===== src/rtl/div_pkg.sv =====
// Shared types and constants for the sequential divider and its add/sub datapath.
package div_pkg;

  localparam int unsigned DIV_WIDTH_DEFAULT = 4;

  typedef enum logic [1:0] {
    StIdle,
    StRun,
    StDone
  } div_state_e;

  // Width of the iteration counter; never less than one bit.
  function automatic int unsigned count_width(int unsigned width);
    return ($clog2(width) > 0) ? $clog2(width) : 1;
  endfunction

endpackage


===== src/rtl/addsub_n.sv =====
// N-bit ripple-carry adder/subtractor: s = a + b when k=0, s = a - b when k=1.
module addsub_n #(
  parameter int unsigned N = 4
) (
  input  logic [N-1:0] a,
  input  logic [N-1:0] b,
  input  logic         k,
  output logic [N-1:0] s,
  output logic         cout
);

  logic [N:0]   c;
  logic [N-1:0] bx;

  always_comb begin
    bx   = b ^ {N{k}};
    c    = '0;
    s    = '0;
    c[0] = k;
    for (int i = 0; i < N; i++) begin
      s[i]   = a[i] ^ bx[i] ^ c[i];
      c[i+1] = (a[i] & bx[i]) | (c[i] & (a[i] ^ bx[i]));
    end
  end

  assign cout = c[N];

endmodule


===== src/rtl/seq_divider.sv =====
// Sequential unsigned restoring divider with start/done handshake.
// One trial subtraction per clock; divide-by-zero short-circuits to a flagged result.
module seq_divider
  import div_pkg::*;
#(
  parameter int unsigned WIDTH = DIV_WIDTH_DEFAULT
) (
  input  logic             clk,
  input  logic             rst,
  input  logic             start,
  input  logic [WIDTH-1:0] dividend,
  input  logic [WIDTH-1:0] divisor,
  output logic             busy,
  output logic             done,
  output logic [WIDTH-1:0] quotient,
  output logic [WIDTH-1:0] remainder,
  output logic             div_by_zero
);

  localparam int unsigned CntW = count_width(WIDTH);

  div_state_e       state_q, state_d;
  logic [WIDTH-1:0] q_q, q_d;
  logic [WIDTH-1:0] d_q, d_d;
  logic [WIDTH-1:0] r_q, r_d;
  logic [CntW-1:0]  count_q, count_d;
  logic             busy_q, busy_d;
  logic             done_q, done_d;
  logic [WIDTH-1:0] quotient_q, quotient_d;
  logic [WIDTH-1:0] remainder_q, remainder_d;
  logic             dbz_q, dbz_d;
  logic             dbz_pend_q, dbz_pend_d;

  logic [WIDTH:0]   rs;
  logic [WIDTH:0]   diff;
  logic             sub_cout;
  logic             neg;

  // Partial remainder always fits in WIDTH bits since it stays below the divisor.
  assign rs  = {r_q, q_q[WIDTH-1]};
  assign neg = diff[WIDTH];

  addsub_n #(
    .N (WIDTH + 1)
  ) u_addsub (
    .a    (rs),
    .b    ({1'b0, d_q}),
    .k    (1'b1),
    .s    (diff),
    .cout (sub_cout)
  );

  // With rs < 2*D the sign bit and the borrow-out must always agree.
  assert property (@(posedge clk) disable iff (rst)
                   (state_q == StRun) |-> (sub_cout != diff[WIDTH]));

  always_comb begin
    state_d     = state_q;
    q_d         = q_q;
    d_d         = d_q;
    r_d         = r_q;
    count_d     = count_q;
    busy_d      = busy_q;
    done_d      = 1'b0;
    quotient_d  = quotient_q;
    remainder_d = remainder_q;
    dbz_d       = dbz_q;
    dbz_pend_d  = dbz_pend_q;

    unique case (state_q)
      StIdle: begin
        if (start) begin
          q_d = dividend;
          if (divisor == '0) begin
            dbz_pend_d = 1'b1;
            state_d    = StDone;
          end else begin
            d_d     = divisor;
            r_d     = '0;
            count_d = CntW'(WIDTH - 1);
            busy_d  = 1'b1;
            state_d = StRun;
          end
        end
      end

      StRun: begin
        r_d     = neg ? rs[WIDTH-1:0] : diff[WIDTH-1:0];
        q_d     = {q_q[WIDTH-2:0], ~neg};
        count_d = count_q - CntW'(1);
        if (count_q == '0) begin
          state_d     = StDone;
          busy_d      = 1'b0;
          done_d      = 1'b1;
          quotient_d  = q_d;
          remainder_d = r_d;
          dbz_d       = 1'b0;
        end
      end

      StDone: begin
        state_d    = StIdle;
        dbz_pend_d = 1'b0;
        // Divide-by-zero publishes its result one edge after acceptance.
        if (dbz_pend_q) begin
          done_d      = 1'b1;
          quotient_d  = '1;
          remainder_d = q_q;
          dbz_d       = 1'b1;
        end
      end

      default: state_d = StIdle;
    endcase
  end

  always_ff @(posedge clk or posedge rst) begin
    if (rst) begin
      state_q     <= StIdle;
      q_q         <= '0;
      d_q         <= '0;
      r_q         <= '0;
      count_q     <= '0;
      busy_q      <= 1'b0;
      done_q      <= 1'b0;
      quotient_q  <= '0;
      remainder_q <= '0;
      dbz_q       <= 1'b0;
      dbz_pend_q  <= 1'b0;
    end else begin
      state_q     <= state_d;
      q_q         <= q_d;
      d_q         <= d_d;
      r_q         <= r_d;
      count_q     <= count_d;
      busy_q      <= busy_d;
      done_q      <= done_d;
      quotient_q  <= quotient_d;
      remainder_q <= remainder_d;
      dbz_q       <= dbz_d;
      dbz_pend_q  <= dbz_pend_d;
    end
  end

  assign busy        = busy_q;
  assign done        = done_q;
  assign quotient    = quotient_q;
  assign remainder   = remainder_q;
  assign div_by_zero = dbz_q;

endmodule


===== config.mk =====
export PLATFORM = sky130hd
export DESIGN_NAME = seq_divider
export DESIGN_NICKNAME = d
export VERILOG_FILES = /design/src/rtl/div_pkg.sv /design/src/rtl/addsub_n.sv /design/src/rtl/seq_divider.sv
export SDC_FILE = /design/constraint.sdc
export NUM_CORES = 1
export LEC_CHECK = 0
export CAP_MARGIN = 20
export CORE_ASPECT_RATIO = 0.7
export CORE_MARGIN = 5
export CORE_UTILIZATION = 40
export CTS_CLUSTER_SIZE = 28
export DETAILED_ROUTE_END_ITERATION = 8
export MAX_ROUTING_LAYER = met4
export REMOVE_ABC_BUFFERS = 1
export SYNTH_ARGS = -nofsm -noshare
export SYNTH_HDL_FRONTEND = slang
export SYNTH_SLANG_ARGS = --single-unit

===== constraint.sdc =====
create_clock -name clk -period 2.5 [get_ports clk]
set_input_delay 0.5 -clock clk [delete_from_list [all_inputs] [get_ports clk]]
set_output_delay 0.5 -clock clk [all_outputs]
set_load 0.005 [all_outputs]

==> flow_summary_export.csv, run 1 <==
group,metric,value,unit
min_path,hold_path.class,"flip-flop to flip-flop",
grt,overflow,0,
floorplan,dieHeight,61.8,um
floorplan,fp.dieW,84.0,um
cts,htree_levels,1,
timing,fin_crit,2710,ps
power,leakagePower,0.863,nW
grt,grt_max_degree,29,
grt,grtUsageTotal,14.7,%
timing,report.final.slew_viol_count,0,
worst_setup_path,crit_required,2670,ps
run_status,violations,"negative setup slack",
cts,cts_made_buffers,3,
synthesis,ys_warn_count,0,
synthesis,synth-edff-count,0,
timing,fin_crit_sh,108,%
grt,grtUsageMet1,18.2,%
grt,grt_pass1_vias,1193,
synthesis,avgSynthCellArea,9.97,um^2
grt,grtUsageMet2,24.9,%
floorplan,start_util,42.6,%
grt,grt_most_used_layer,"met2",
synthesis,synth-xor-area-share,1.06,%
synthesis,synth-main-ff-cell,"dfrtp_1",
synthesis,synth_top_family_by_area,"compound AO/OA/AOI/OAI gates",
final_layout,area_growth_syn_to_layout,28.8,%
synthesis,ys_async_sr_fraction,100,%
synthesis,netlist_instances,154,
routing,first_iter_violations,101,
final_layout,utilization,54.9,%
place,dp_slack,-417,ps
routing,antenna_left,0,
timing,finalSetupViolCount,8,
synthesis,syn-cell-area,1540,um^2
place,port_buffers,21,
flow_run,maxCapViolCount,0,
routing,viasPerCell,5.16,
final_layout,final_net_count,199,
worst_setup_path,crit_arrival,2880,ps
power,ir_drop,0.523,mV
floorplan,dieArea,5200,um^2
routing,drc,0,
timing,worst_clock_skew,6.45,ps
final_layout,n_antenna_cell,0,
cts,clk_pin_slew,100,ps
power,powerDensity,1470,nW/um^2
synthesis,synth_simple_gate_area_share,12.7,%
cts,cts_hold_buf,0,
cts,cts.sink_count,28,
worst_setup_path,worst-setup-path-type,"flip-flop to flip-flop",
floorplan,num_rows,18,
timing,tightest_slew,506,ps
synthesis,yosysTopAreaCellShare,45.6,%
grt,grt_pass1_wl,5770,um
synthesis,synth_area_leaders,"dfrtp_1 46%, mux2_2 6.6%, nor2_1 5.4%",
power,p_seq_share,27.0,%
floorplan,ios,22,
worst_setup_path,path_max_fanout,4,
power,p_int,1.78,mW
timing,max_slew_margin,66.3,%
routing,drt-total-wl,3410,um
power,switching_share,38.6,%
cts,cts-root-buf,"clkbuf_8",
synthesis,synthMuxAreaShare,9.21,%
worst_setup_path,startpoint_type,"flip-flop",
routing,vias,1182,
cts,clock_latency,280,ps
final_layout,drive_gt1_share,22.9,%
place,dp_hpwl,2440,um
timing,setup_slack,-210,ps
cts,cts.path.max_buffers,2,
power,clock_power_share,12.4,%
grt,met3_usage,4.08,%
timing,hold-worst-slack,503,ps
timing,finalHoldViolCount,0,
synthesis,post-synth-top-area-cell,"dfrtp_1",
run_status,status,"complete, but fails checks",
power,combPwrFrac,60.6,%
timing,rsz0062_at_grt,"yes",
synthesis,synthAdderAreaFrac,7.99,%
grt,antenna_found_initial,0,
place,gp_routability_congestion,0.811,
synthesis,synth_compound_area_share,16.1,%
synthesis,ys_seq_area_share,45.6,%
cts,cts_tree,"built",
power,total_switching_power,1.12,mW
timing,max_freq,369,MHz
synthesis,ys_ff_latch,28,
worst_setup_path,endpoint_kind,"flip-flop",
routing,wl_per_cell,14.9,um
floorplan,core_area,3600,um^2
synthesis,synth_cell_types,33,
routing,dr.pass1.iters,4,
metrics by stage:
stage / power [mW] / cell area, um^2 / TNS [ps] / instances
after detailed placement: 2.15 / 1800 / -2720 / 223
final: 2.90 / 1980 / -1420 / 229
after global placement: 2.10 / 1800 / -1900 / 223
after global routing: 3.12 / 1980 / -2320 / 229
after floorplan: 1.66 / 1490 / -1120 / 147
after CTS: 2.75 / 1940 / -1770 / 228
power by group through the flow:
| stage | Clock [mW] | Combinational, mW | Sequential (mW) |
|---|---|---|---|
| after floorplan | 0 | 0.906 | 0.752 |
| after global placement | 0 | 1.34 | 0.764 |
| after detailed placement | 0 | 1.38 | 0.776 |
| after CTS | 0.372 | 1.61 | 0.774 |
| after global routing | 0.390 | 1.92 | 0.809 |
| final | 0.360 | 1.76 | 0.782 |
flip-flops by register name, summed over array words and instances (netlist names):
| signal | flops |
|---|---|
| count_q | 2 |
| q_q | 4 |
| d_q | 4 |
| dbz_pend_q | 1 |
| div_by_zero | 1 |
| quotient | 4 |
| remainder | 4 |
| done | 1 |
| busy | 1 |
| state_q | 2 |
| r_q | 4 |
cell usage in the layout (no fill, tap or decap), types with 2 or more instances in the layout:
cell type,n
buf_4,6
dfrtp_1,28
nand3_1,4
nand2_1,12
mux2_2,6
a21oi_1,6
a31oi_1,4
mux2i_4,2
nor2_1,22
o21ai_0,6
a211oi_2,2
fa_2,3
ha_1,4
nor2b_1,2
nand2b_1,2
inv_2,4
inv_1,13
mux2_4,3
clkdlybuf4s50_1,21
o22ai_1,3
clkbuf_8,3
o22a_1,2
mux2i_1,2
a211o_2,3
timing repair:
action	CTS	global route
setup endpoints to repair	9	9
buffers inserted	1	1
pin swaps	4	1
gates resized for setup	18	4
synthesized netlist by cell type (3+ instances only):
library cell and number:
nand3_1 4, a31oi_1 4, mux2_2 9, o21ai_0 6
fa_1 3, nor2_1 22, buf_4 3, inv_1 17
dfrtp_1 28, a21oi_1 7, nand2_1 12, mux2i_1 4
a211o_2 3, o22ai_1 3, a211oi_1 3, ha_1 5
per-layer routing:
| layer | share of wire [%] | routed length [um] |
|---|---|---|
| met2 | 47 | 1610 |
| met4 | 0.35 | 12 |
| met5 | 0 | 0 |
| met3 | 5.1 | 175 |
| met1 | 47 | 1620 |
final timing paths:
path / startpoint / end / slack (ps) / depth (start not counted)
setup / recovery: q_q[3] / r_q[1] / -210 / 13
hold / removal: count_q[1] / count_q[1] / 500 / 1
setup reg to reg: q_q[3] / r_q[1] / -210 / 13
hold reg to reg: count_q[1] / count_q[1] / 500 / 1
max in group asynchronous: rst / r_q[0] / 1650 / 3
min in group asynchronous: rst / remainder[3] / 570 / 3
area by class of cell:
class	instances	area, um^2
fillers	329	1630
multi-input cells	102	812
flip-flops and latches	28	701
repair buffers	28	267
inverters	17	63.8
well taps	50	62.6
clock buffers	3	41.3
clock inverters	1	30.0
critical path, stage by stage, from the launching register on:
cell	delay [ps]
dfrtp_1	400
inv_2	80
ha_4	130
inv_2	40
fa_2	330
inv_2	60
fa_2	180
inv_2	40
fa_2	370
xnor2_4	160
buf_6	150
mux2i_4	270
a211oi_2	100
a211o_2	280
cell families after synthesis:
kind of cell             Yosys count
AO/OA/AOI/OAI                     35
multiplexers                      13
flip-flops                        28
adder cells (fa/ha/maj)            8
AND/OR/NAND/NOR                   45
XOR/XNOR                           1
buffers and inverters             24
Note: power is estimated with default switching activity, not from simulation.
==> run 2, diff against run 1 <==
- SLEW_MARGIN: default -> 15
==> results of run 2 <==
The final DEF is identical to that of run 1; final timing and power are the same.
==> run 3, diff against run 2 <==
- PLACE_DENSITY: default -> 0.73
==> run 3 against run 2 <==
  * The run still ends with negative setup slack left
  * Utilization is 1.9 points higher
  * Worst setup slack worse by 32 ps
  * Highest routed layer unchanged
  * Wire length is 1.1% higher
  * Design area is 3.4% higher
  * Critical path depth stayed put
  * Die area stayed put
==> flow_summary_export.csv, run 3 (same netlist as run 1, synthesis figures left out) <==
group,metric,value,unit
power,leakagePower,0.904,nW
routing,first_iter_violations,77,
timing,max_slew_margin,65.6,%
final_layout,area_growth_syn_to_layout,33.2,%
final_layout,final_cells,235,
worst_setup_path,worst-setup-path-type,"flip-flop to flip-flop",
grt,grt_pass1_vias,1170,
place,gp_routability_congestion,0.876,
final_layout,drive_gt1_share,25.9,%
power,powerDensity,1510,nW/um^2
cts,htree_levels,1,
grt,overflow,0,
grt,grt_max_degree,29,
flow_run,maxCapViolCount,0,
min_path,hold_path.class,"flip-flop to flip-flop",
worst_setup_path,endpoint_kind,"flip-flop",
floorplan,dieHeight,61.8,um
cts,cts_hold_buf,0,
timing,tightest_slew,516,ps
timing,finalHoldViolCount,0,
cts,cts.sink_count,28,
grt,antenna_found_initial,0,
power,ir_drop,0.566,mV
floorplan,ios,22,
worst_setup_path,crit_required,2680,ps
timing,fin_crit_sh,110,%
timing,rsz0062_at_grt,"yes",
place,placedCellCount,223,
routing,dr.pass1.iters,4,
floorplan,dieArea,5200,um^2
min_path,hold_start,"count_q[1]",
final_layout,n_antenna_cell,0,
final_layout,regArea,701,um^2
cts,clk_pin_slew,100,ps
routing,viasPerCell,5.23,
grt,grt_pass1_wl,5850,um
cts,cts_made_buffers,3,
cts,clock_latency,290,ps
cts,cts.path.max_buffers,2,
timing,fin_crit,2740,ps
run_status,violations,"negative setup slack",
routing,antenna_left,0,
place,port_buffers,21,
floorplan,start_util,42.6,%
floorplan,num_rows,18,
timing,finalSetupViolCount,8,
worst_setup_path,r2r-start,"q_q[3]",
routing,drt-total-wl,3450,um
place,dp_hpwl,2380,um
run_status,status,"complete, but fails checks",
floorplan,fp.dieW,84.0,um
final_layout,utilization,56.7,%
cts,cts_tree,"built",
worst_setup_path,startpoint_type,"flip-flop",
routing,wl_per_cell,14.7,um
final_layout,fillers,320,
timing,hold-worst-slack,498,ps
floorplan,core_area,3600,um^2
cts,cts-root-buf,"clkbuf_8",
final_layout,final_common_cell,"dfrtp_1",
worst_setup_path,worstSetupStartpoint,"q_q[3]",
timing,worst_clock_skew,7.87,ps
timing,setup_slack,-242,ps
timing,report.final.slew_viol_count,0,
final_layout,multi_input_area,823,um^2
routing,drc,0,
grt,grtUsageTotal,15.0,%
routing,vias,1229,
final_layout,final_net_count,205,
timing,max_freq,365,MHz
final_layout,final_cell_mix,"28 x dfrtp_1, 21 x nor2_1, 21 x clkdlybuf4s50_1",
worst_setup_path,crit_arrival,2920,ps
worst_setup_path,path_max_fanout,3,
-- run 3: cell types whose count changed in the layout (fill, tap and decap cells not counted), sizes merged --
cell	change
buf	+6
-- run 3: worst max-delay path: stages, from the launching register on --
cell,delay (ps)
dfrtp_1,410
inv_2,90
ha_4,130
inv_2,30
fa_2,320
inv_2,60
fa_2,180
inv_2,40
fa_2,370
xnor2_4,200
buf_4,160
mux2i_4,260
a211oi_1,110
a211o_2,290
-- run 3: worst paths after layout --
| kind | endpoint | slack [ps] | depth (start not counted) |
|---|---|---|---|
| max | r_q[3] | -240 | 13 |
| min | count_q[1] | 500 | 1 |
| max reg2reg | r_q[3] | -240 | 13 |
| min reg2reg | count_q[1] | 500 | 1 |
| max in group asynchronous | d_q[0] | 1640 | 3 |
| min in group asynchronous | quotient[0] | 580 | 3 |
-- run 3: stage by stage --
| step | setup WS [ps] | instance area, um^2 | total power, mW | TNS, ps |
|---|---|---|---|---|
| after floorplan | -174 | 1490 | 1.66 | -1120 |
| after global placement | -285 | 1800 | 2.04 | -1910 |
| after detailed placement | -412 | 1800 | 2.11 | -2970 |
| after CTS | -299 | 1980 | 2.85 | -2580 |
| after global routing | -331 | 2040 | 3.32 | -2290 |
| final | -242 | 2040 | 3.09 | -1600 |
-- run 3: layout make-up --
cell class / count / share of cell area (%)
multi-input combinational: 102 / 40.3
sequential: 28 / 34.3
timing repair buffer: 34 / 15.8
inverter: 17 / 3.12
tap: 50 / 3.06
clock buffer: 3 / 2.02
clock inverter: 1 / 1.47
-- run 3: power by group --
group / internal [mW] / total [mW] / switching [mW]
clock: 0.215 / 0.366 / 0.151
sequential: 0.638 / 0.782 / 0.144
combinational: 1.08 / 1.94 / 0.866
-- run 3: what timing repair did --
| action | CTS | global route |
|---|---|---|
| setup endpoints to repair | 9 | 10 |
| buffers inserted | 5 | 6 |
| resized for setup | 21 | 9 |
| cloned | 0 | 0 |
| pin swaps | 7 | 5 |
-- run 3: routing by layer --
layer	GRT usage [%]	vias up	part of all wire, %
li1	-	586	-
met1	19.2	591	47
met2	23.3	45	45
met3	4.08	7	6.2
met4	5.28	0	1.8
met5	-	-	0
